### config.mk
export PLATFORM = sky130hd
export DESIGN_NAME = lsu_riscv
export DESIGN_NICKNAME = d
export VERILOG_FILES = /design/src/rtl/lsu_riscv.sv
export SDC_FILE = /design/constraint.sdc
export NUM_CORES = 1
export LEC_CHECK = 0
export ABC_AREA = 1
export BUFFER_PORTS_ARGS = -buffer_cell sky130_fd_sc_hd__buf_4
export CAP_MARGIN = 20
export CORE_ASPECT_RATIO = 0.5
export CORE_MARGIN = 2
export CORE_UTILIZATION = 28
export DETAILED_ROUTE_END_ITERATION = 12
export SLEW_MARGIN = 5
export SYNTH_ARGS = -nofsm -noshare
export SYNTH_HDL_FRONTEND = slang
export SYNTH_SLANG_ARGS = --single-unit
### constraint.sdc
create_clock -name clk_i -period 1.3 [get_ports clk_i]
set_input_delay 0.13 -clock clk_i [delete_from_list [all_inputs] [get_ports clk_i]]
set_output_delay 0.13 -clock clk_i [all_outputs]
set_load 0.005 [all_outputs]
### src/rtl/lsu_riscv.sv
// RISC-V load/store unit: aligns core accesses onto a 32-bit word memory port
// and formats load data. One outstanding access, IDLE -> BUSY -> DONE.
module lsu_riscv (
    input  logic        clk_i,
    input  logic        arstn_i,
    input  logic        core_req_i,
    input  logic        core_we_i,
    input  logic [2:0]  core_size_i,
    input  logic [31:0] core_addr_i,
    input  logic [31:0] core_wd_i,
    output logic [31:0] core_rd_o,
    output logic        core_stall_o,
    output logic        core_misalign_o,
    output logic        mem_req_o,
    output logic        mem_we_o,
    output logic [3:0]  mem_be_o,
    output logic [31:0] mem_addr_o,
    output logic [31:0] mem_wd_o,
    input  logic [31:0] mem_rd_i,
    input  logic        mem_ready_i
);
    // state  | meaning
    // IDLE   | waiting for an aligned core request
    // BUSY   | request on the memory port, waiting for mem_ready_i
    // DONE   | one-cycle release of the stall after completion
    localparam logic [1:0] S_IDLE = 2'd0;
    localparam logic [1:0] S_BUSY = 2'd1;
    localparam logic [1:0] S_DONE = 2'd2;

    localparam logic [2:0] LDST_B  = 3'd0;
    localparam logic [2:0] LDST_H  = 3'd1;
    localparam logic [2:0] LDST_W  = 3'd2;
    localparam logic [2:0] LDST_BU = 3'd4;
    localparam logic [2:0] LDST_HU = 3'd5;

    logic [1:0]  state_q, state_d;
    logic [31:0] rd_q;
    logic        bad_access;
    logic        req_ok;
    logic [7:0]  lane_byte;
    logic [15:0] lane_half;
    logic [31:0] load_data;

    always_comb begin
        bad_access = 1'b1;
        case (core_size_i)
            LDST_B:  bad_access = 1'b0;
            LDST_H:  bad_access = core_addr_i[0];
            LDST_W:  bad_access = |core_addr_i[1:0];
            LDST_BU: bad_access = core_we_i;
            LDST_HU: bad_access = core_we_i | core_addr_i[0];
            default: bad_access = 1'b1;
        endcase
    end

    assign core_misalign_o = core_req_i & bad_access;
    assign req_ok          = core_req_i & ~bad_access;
    assign mem_req_o       = ((state_q == S_IDLE) & req_ok) | (state_q == S_BUSY);
    assign core_stall_o    = mem_req_o;

    always_comb begin
        state_d = state_q;
        case (state_q)
            S_IDLE:  if (req_ok)      state_d = S_BUSY;
            S_BUSY:  if (mem_ready_i) state_d = S_DONE;
            S_DONE:  state_d = S_IDLE;
            default: state_d = S_IDLE;
        endcase
    end

    assign mem_we_o   = core_we_i;
    assign mem_addr_o = {core_addr_i[31:2], 2'b00};

    always_comb begin
        mem_be_o = 4'b0000;
        mem_wd_o = core_wd_i;
        case (core_size_i)
            LDST_B, LDST_BU: begin
                mem_be_o = 4'b0001 << core_addr_i[1:0];
                mem_wd_o = {4{core_wd_i[7:0]}};
            end
            LDST_H, LDST_HU: begin
                mem_be_o = 4'b0011 << {core_addr_i[1], 1'b0};
                mem_wd_o = {2{core_wd_i[15:0]}};
            end
            LDST_W:  mem_be_o = 4'b1111;
            default: mem_be_o = 4'b0000;
        endcase
    end

    always_comb begin
        case (core_addr_i[1:0])
            2'd0:    lane_byte = mem_rd_i[7:0];
            2'd1:    lane_byte = mem_rd_i[15:8];
            2'd2:    lane_byte = mem_rd_i[23:16];
            default: lane_byte = mem_rd_i[31:24];
        endcase
        lane_half = core_addr_i[1] ? mem_rd_i[31:16] : mem_rd_i[15:0];
        case (core_size_i)
            LDST_B:  load_data = {{24{lane_byte[7]}}, lane_byte};
            LDST_H:  load_data = {{16{lane_half[15]}}, lane_half};
            LDST_BU: load_data = {24'd0, lane_byte};
            LDST_HU: load_data = {16'd0, lane_half};
            default: load_data = mem_rd_i;
        endcase
    end

    // Load data is captured only on the completing edge; stores never touch it.
    always_ff @(posedge clk_i or negedge arstn_i) begin
        if (!arstn_i) begin
            state_q <= S_IDLE;
            rd_q    <= 32'd0;
        end else begin
            state_q <= state_d;
            if ((state_q == S_BUSY) && mem_ready_i && !core_we_i)
                rd_q <= load_data;
        end
    end

    assign core_rd_o = rd_q;

endmodule
======== Word-level counts from Yosys, hierarchy flattened ========
Index checks and enable logic that the tools add are counted.
cells by class
  eq/ne operators ......................... 9
  shift-type cells ........................ 2
  multiplexer cells ....................... 9
  bitwise gates (word level) .............. 6
  reduce and logical (&&, ||, !) cells .... 10
operator list
  kind                                                                    number
  32-bit case mux with 4 select lines                                     1
  32-bit case mux with 2 select lines                                     1
  8-bit case mux with 3 select lines                                      1
  16-bit two-way mux                                                      1
  4-bit case mux with 3 select lines                                      1
  3-bit equality test (second input constant)                             2
  2-bit OR reduction                                                      3
  1-bit case mux with 5 select lines                                      1
  2-bit by 1-bit equality test with 1-bit output (second input constant)  2
  2-bit logical NOT                                                       2
  2-bit two-way mux                                                       2
  2-bit inequality test (second input constant)                           2
  2-bit case mux with 2 select lines                                      1
  1-bit by 2-bit << shifter with 4-bit output (first input constant)      1
  2-bit by 2-bit << shifter with 4-bit output (first input constant)      1
  1-bit bitwise AND                                                       3
  3-bit by 1-bit equality test with 1-bit output (second input constant)  1
  3-bit by 2-bit equality test with 1-bit output (second input constant)  1
  3-bit logical NOT                                                       1
  2-bit equality test (second input constant)                             1
  1-bit logical AND                                                       2
  1-bit OR                                                                2
  2-bit AND reduction                                                     1
  1-bit logical NOT                                                       1
  1-bit NOT                                                               1
word-level totals
  bits in registers ....................... 34
  input port bits ......................... 104

======== Longest topological paths before layout ========
Gate-level depths: netlist of run 1.
  word-level depth ........................ 6
  mapped depth ............................ 10
  depth with buffers taken out ............ 8

======== Worst setup path before layout of run 1 ========
Ideal clock, no wire load.
  kind .................................... reg2reg
  start ................................... reg state_q[1]
  end ..................................... reg rd_q[29], in the netlist core_rd_o[29]
  library setup time ...................... 0.113 ns
  data arrival time ....................... 1.183 ns
  data required time ...................... 1.187 ns
  setup slack ............................. 0.005 ns
  cell stages (with the launch flop) ...... 8
  path buffers ............................ 1
  clock period less this slack ............ 1.295 ns
  cells stage by stage .................... dfrtp_1 > nor2_1 > nand3_1 > clkbuf_1 > a21oi_1 > nand3_2 > nand2_1 > inv_1
between the ends
  word-level cells in the longest chain between the ends .. 3
RTL lines
  item                                            line  RTL
  from (decl)                                     36    logic [1:0] state_q, state_d;
  from (signal assigned)                          114   state_q <= state_d;
  2-bit by 1-bit equality test with 1-bit output  115   if ((state_q == S_BUSY) && mem_ready_i && !core_we_i)
  1-bit logical AND (2 in a row)                  115
  to (signal assigned)                            116   rd_q <= load_data;
  to (decl)                                       37    logic [31:0] rd_q;
Every way passes these cells.
A chain may end at the register's enable or synchronous reset.

======== Final worst setup path of run 1 ========
  start ................................... reg state_q[1]
  end ..................................... reg rd_q[23], in the netlist core_rd_o[23]
Same word-level chain as after synthesis.

==> summary.md, run 1 <==
| Metric | Value |
|---|---|
| Net switching power of the design | 1.650 mW |
| CP startpoint kind | register |
| Sequential Power Share | 32.3% |
| Total design power | 5.537 mW |
| Placed wire-length estimate | 7302 um |
| Total setup violations reported at the end of the flow | 17 |
| Final critical delay including setup and external delays | 1337 ps |
| Clock tree root buffer cell | clkbuf_16 |
| Critical Setup Path Class | register to register |
| Worst reg2reg setup slack | -40 ps |
| Clock slew at the register clock pins of the worst setup and hold paths | 60 ps |
| Std cell rows | 25 |
| Worst IR Drop VDD | 742.8 uV |
| Total global routing overflow | 0 |
| Maximum fanout count along the critical path | 15 |
| CTS buffer count | 5 |
| Share of layout cells above drive strength 1 | 43.16% |
| Most used flip-flop cell after synthesis | dfrtp_1 |
| Net Sw Frac | 29.81% |
| Number of sinks driven by the clock tree | 34 |
| Clock latency at the later pin of the worst-skew pair | 280 ps |
| Overall Global Routing Usage | 17.69% |
| Slowest stage cell on the critical path | dfrtp_1 |
| Fin worst setup slack | -36.85 ps |
| TritonCTS clock tree | built |
| Post-synth ARST share | 100.0% |
| Area of the core | 9478 um^2 |
| Max-cap check violation count | 0 |
| ANT nets after route | 0 |
| Drt drc | 0 |
| Run status | finished, violations left |
| Chip width | 144.1 um |
| RSZ-0062 raised after global routing | true |
| Detailed-route wire length per cell | 14.63 um |
| Final Skew | 4.462 ps |
| Leading cell types by total area after synthesis | dfrtp_1 (31%), nand2_1 (13%), buf_4 (12%), a21oi_1 (6.6%), inv_1 (5.3%) |
| Internal power consumption | 3.886 mW |
| Number of hold violations in the final report | 0 |
| Area added between synthesis and finish | 48.25% |
| Routed via count divided by cell count | 4.602 |
| Data required time at the worst endpoint | 1480 ps |
| Proportion of power drawn by the clock network | 28.1% |
| Overall die area | 10,670 um^2 |
| Worst path bufs/invs | 4 |
| Post-synth top cells | nand2_1 (92), buf_4 (45), inv_1 (39), a21oi_1 (36) |
| Initial cell density of the core | 29.00% |
| Tightest Hold Check Type | input port to register |
| Mapped Avg Cell Area | 6.821 um^2 |
| Total of warnings raised by yosys | 0 |
| Cell family with most CP delay | simple AND/OR/NAND/NOR gates |
| Initial antenna violation count | 0 |
| Critical Path Max Stage Delay | 370 ps |
| Endpoint class of the critical path | register |
| Vertical die dimension | 74.06 um |
| Final GP Congestion | 0.8807 |
| Combinational Power Share | 39.6% |
| Wirelength, routed | 9565 um |
| Dominant cell by count in the synthesized netlist | nand2_1 |
| Starting DRC count in detailed routing | 176 |
| Cell taking the most area after synthesis | dfrtp_1 |
| Post-route clock period utilization | 102.8% |
| Final Max Slew Viols | 0 |
| Pin count of the biggest net entering global routing | 35 |
| Cell Chain, Critical Path | inv_2 > nand3_2 > nor2_4 > buf_12 > buf_4 > or2_2 > nand2_2 > inv_1 |
| Register area share after synthesis | 30.95% |
| Register bit count reported by yosys | 34 |
| First drt pass iteration count | 5 |
| Maximum root-to-sink buffer count | 2 |
| Critical path arrival | 1520 ps |
| Cell count after placement | 639 |
| Top Ports | 208 |
| Distinct cell type count after synthesis | 25 |
| Reported leakage power | 2.117 nW |
| Count of flip-flops with a built-in enable after synthesis | 0 |
| Synth top area share | 30.95% |
| Max Freq | 748.0 MHz |
| Ant. Diodes | 0 |
| Vias after detailed routing | 3,010 |
| Net total in the final layout | 622 |
| Post-synth design cell area | 2749 um^2 |
| H-tree lvl count | 2 |
| Total of buffers placed on input and output ports | 145 |
| Vias in the first global route | 2,821 |
| Power Dens Cells | 1359 nW/um^2 |
| Filler-free cell count of the finished design | 654 |
| Gate Count Post-Synth | 403 |
| Wire length of the first global-routing pass | 14,770 um |
| Violated checks | setup timing |
[power by group through the flow]
stage	clock network [mW]	registers, mW	logic (mW)
after global routing	1.63	1.85	2.44
after floorplan	0	1.78	0.933
after global placement	0	1.80	2.16
after detailed placement	0	1.80	2.16
final	1.56	1.79	2.19
after CTS	1.57	1.80	2.20
[sequential cells by signal, summed over array words and instances (netlist names)]
name / count
state_q: 2
core_rd_o: 32
[kinds of logic (layout without fill, tap and decap cells)]
kind of cell	after synthesis	count (layout)	synth area share (%)
buffers and inverters	104	219	21.16
DFF	34	34	30.95
and+or+nand+nor	182	182	31.41
other	1	2	0.1364
AOI/OAI and AO/OA	82	82	16.34
[worst register-to-register path: cells and delay by family (launching register included)]
kind	cells	cell delay, ps
buffers and inverters	4	370
AND/OR/NAND/NOR	4	490
flip-flops	1	370
[through the flow]
| stage | util, % | worst slack [ps] | hold WS (ps) | setup TNS [ps] | cell area [um^2] |
|---|---|---|---|---|---|
| after floorplan | - | 4.528 | -165.6 | 0 | 2753 |
| after global placement | 39.60 | -23.99 | 106.3 | -54.67 | 3754 |
| after detailed placement | 39.60 | -42.89 | 109.7 | -208.4 | 3754 |
| after CTS | 42.35 | -15.38 | 130.2 | -55.44 | 4014 |
| after global routing | 43.00 | -93.31 | 142.3 | -1866 | 4075 |
| final | 43.00 | -36.85 | 137.5 | -274.5 | 4075 |
[final timing paths]
path | from | endpoint | cells past startpoint
max in group asynchronous | arstn_i | state_q[1] | 2
hold reg to reg | core_rd_o[3] | core_rd_o[3] | 2
setup reg to reg | state_q[1] | core_rd_o[23] | 8
hold / removal | mem_ready_i | state_q[0] | 3
setup / recovery | state_q[1] | core_rd_o[23] | 8
min in group asynchronous | arstn_i | core_rd_o[0] | 2
[cell usage in the layout (no fill, tap or decap), types with 3 or more instances in the layout]
cell type    n
nand3_1     12
nor2_2       3
buf_6        3
nand3_2     13
or2_2       17
nand3b_1     6
nor2_4       3
buf_12       3
inv_2        5
nand2_2      4
o21ai_1      4
o211ai_1    12
a21oi_1     33
o21ai_0     27
nor2_1      31
buf_4      161
nand2_1     91
dfrtp_1     34
inv_1       37
clkbuf_16    5
[routing by layer]
metal	wire length, um	track usage (%)	vias to the layer above
li1	-	-	1473
met1	3987	23.10	1403
met2	4772	29.84	108
met3	577	3.026	26
met4	227	6.863	0
met5	0	0	-
[repair_timing]
item | in CTS | in global routing
hold endpoints to repair | 34 | 0
hold buffers | 1 | 0
gates resized for setup | 5 | 14
gates cloned | 1 | 1
pin swaps | 1 | 1
setup buffers | 1 | 3
endpoints found under the setup margin | 10 | 34
[layout make-up]
type	count	area, um^2
Clock buffer	5	125.1
Clock inverter	3	68.82
Fill cell	992	5403
Inverter	42	157.7
Multi-Input combinational cell	266	1364
Sequential cell	34	850.8
Tap cell	135	168.9
Timing Repair Buffer	169	1340
No activity file was read; power rests on OpenSTA's default activity.
==> run 2: changes to the inputs <==
REMOVE_ABC_BUFFERS = 1   (was unset)
==> run 2 against run 1 <==
  * The flow still finishes with violations (setup timing)
  * Clock power fell by 26%
  * Core utilization rose by 1.0 points
  * Fmax rose by 0.72%
  * Register-to-register slack barely moved
  * Clock-buffer cell count rose by 1
  * Global-route usage rose by 0.50 points
  * Critical path depth fell by 1
  * Power fell by 5.6%
  * Final area rose by 2.4%
  * Hold slack got worse by 0.72 ps
  * Sequential share of layout area fell by 0.49 points
  * Final cell count rose by 0.76%
  * Critical endpoint is now core_rd_o[25]
  * Largest power group unchanged
  * Highest routed layer unchanged
==> summary.md, run 2 (synthesized netlist as in run 1, its figures left out) <==
| Metric | Value |
|---|---|
| Clock slew at the register clock pins of the worst setup and hold paths | 50 ps (about the same) |
| Vertical die dimension | 74.06 um (unchanged) |
| Initial cell density of the core | 29.00% (unchanged) |
| Flip-flop count of the largest register after layout | 32 (unchanged) |
| Vias in the first global route | 2,789 (-1.1%) |
| Overall Global Routing Usage | 18.18% (+0.50 points) |
| H-tree lvl count | 2 (unchanged) |
| Total of buffers placed on input and output ports | 145 (unchanged) |
| Starting DRC count in detailed routing | 247 (+40%) |
| Clock latency at the later pin of the worst-skew pair | 270 ps (about the same) |
| Vias after detailed routing | 3,037 (+0.90%) |
| ANT nets after route | 0 (unchanged) |
| Final Skew | 2.732 ps (-1.730 ps) |
| Post-route worst hold slack | 136.8 ps (-0.7240 ps) |
| Fin worst setup slack | -27.29 ps (+9.553 ps) |
| Pin count of the biggest net entering global routing | 40 (+14%) |
| Violated checks | setup timing |
| Net total in the final layout | 629 (+1.1%) |
| Area used by multi-input combinational logic | 1408 um^2 (+3.2%) |
| TritonCTS clock tree | built |
| CP startpoint kind | register |
| Area of the core | 9478 um^2 (unchanged) |
| Maximum root-to-sink buffer count | 2 (unchanged) |
| Commonest non-fill, non-tap cells in the layout | buf_4 (164), nand2_1 (91), inv_1 (37) |
| Final GP Congestion | 0.7763 (-12%) |
| Overall die area | 10,670 um^2 (unchanged) |
| Area added between synthesis and finish | 51.80% |
| Reported leakage power | 2.144 nW (+1.3%) |
| Worst IR Drop VDD | 513.8 uV (-31%) |
| Std cell rows | 25 (unchanged) |
| Wire length of the first global-routing pass | 14,810 um (+0.33%) |
| Critical path arrival | 1500 ps (-20 ps) |
| Max-cap check violation count | 0 (unchanged) |
| Placed wire-length estimate | 7684 um (+5.2%) |
| Combined flip-flop and latch cell area | 850.8 um^2 (unchanged) |
| Global routing met1 resource utilization | 24.69% (+1.6 points) |
| Drt drc | 0 (unchanged) |
| Placement Cell Area | 3824 um^2 (+1.9%) |
| Power Dens Cells | 1253 nW/um^2 (-7.8%) |
| Peak-usage layer in the global routing report | met2 |
| Post-route clock period utilization | 102.1% (-0.73 points) |
| Commonest non-fill, non-tap cell in the layout | buf_4 |
| CTS buffer count | 5 (unchanged) |
| Number of hold violations in the final report | 0 (unchanged) |
| Share of layout cells above drive strength 1 | 45.23% (+2.1 points) |
| Tightest Hold Check Type | input port to register |
| Routed via count divided by cell count | 4.608 (+0.13%) |
| Maximum fanout count along the critical path | 5 (-10) |
| RSZ-0062 raised after global routing | true |
| Run status | finished, violations left |
| Total design power | 5.227 mW (-5.6%) |
| Detailed-route wire length per cell | 16.21 um (+11%) |
| Wirelength, routed | 10,680 um (+12%) |
| Ant. Diodes | 0 (unchanged) |
| Filler cell count | 980 (-1.2%) |
| Total setup violations reported at the end of the flow | 5 (-12) |
| Post-layout util | 44.03% (+1.0 points) |
| Endpoint class of the critical path | register |
| Final critical delay including setup and external delays | 1327 ps (-9.553 ps) |
| Data required time at the worst endpoint | 1470 ps (about the same) |
| Number of sinks driven by the clock tree | 34 (unchanged) |
| Met2 capacity usage during global routing | 28.20% (-1.6 points) |
| Chip width | 144.1 um (unchanged) |
| Post-route design area | 4173 um^2 (+2.4%) |
| Top Ports | 208 (unchanged) |
| Clock tree root buffer cell | clkbuf_16 |
| Worst slack at placement | 19.48 ps (+62.37 ps) |
| Met3 layer usage reported by global route | 6.375% (+3.3 points) |
| Total global routing overflow | 0 (unchanged) |
| Final Max Slew Viols | 0 (unchanged) |
| First drt pass iteration count | 4 (-1) |
| Max Freq | 753.4 MHz (+0.72%) |
| Initial antenna violation count | 0 (unchanged) |
| Critical Setup Path Class | register to register |
==> run 2: cell count changes in the layout (fill, tap and decap cells not counted), moves of 2 or more <==
cell	before	now
o21ai_0	27	21
buf_4	161	164
bufinv_16	2	0
or2_4	0	5
or2_2	17	12
clkbuf_16	5	7
o21ai_1	4	9
a21oi_2	2	11
buf_12	3	6
a21oi_1	33	25
==> run 2: final cells by class <==
type | instances | area share, %
multi-input cells | 266 | 33.73
clock buffers | 6 | 3.328
inverters | 42 | 3.778
repair buffers | 176 | 34.72
well taps | 135 | 4.048
flip-flops and latches | 34 | 20.39
==> run 2: through the flow <==
| stage | instances | setup TNS (ps) |
|---|---|---|
| floorplan | 342 | -16770 |
| detailed placement | 645 | 0 |
| CTS | 652 | 0 |
| global placement | 645 | 0 |
| global route | 659 | -1682 |
| finish | 659 | -78.34 |
==> run 2: final timing paths <==
path	start	to	slack, ps	cells past startpoint
max	state_q[0]	core_rd_o[25]	-30	7
min	mem_ready_i	state_q[1]	140	3
max reg2reg	state_q[0]	core_rd_o[25]	-30	7
min reg2reg	core_rd_o[1]	core_rd_o[1]	490	2
max in group asynchronous	arstn_i	core_rd_o[24]	610	2
min in group asynchronous	arstn_i	core_rd_o[16]	350	2
==> run 2: metal layers <==
metal  part of all wire, %  vias up
met3                   9.4       10
met2                    45      133
met1                    45     1405
met4                   1.0        0
li1                      -     1489
met5                     0        -
==> run 2: timing repair <==
item                                    CTS  global route
hold buffers                              1             0
resized for setup                         0            34
endpoints found under the setup margin    0            33
setup buffers                             0             3
endpoints found under the hold margin    34             0
==> run 2: critical path, stage by stage, from the launching register on <==
cell and delay [ps]:
dfrtp_1 410, nand3_4 100, nor2_4 60, buf_12 130, clkbuf_16 150, or2_2 270
nand2_1 60, inv_1 30
==> run 2: where the power goes <==
part	total, mW	internal [mW]	leakage, nW	switching [mW]
combinational	2.27	1.34	1.67	0.923
clock	1.16	0.740	0.0688	0.423
sequential	1.80	1.52	0.401	0.283
total	5.23	3.60	2.14	1.63
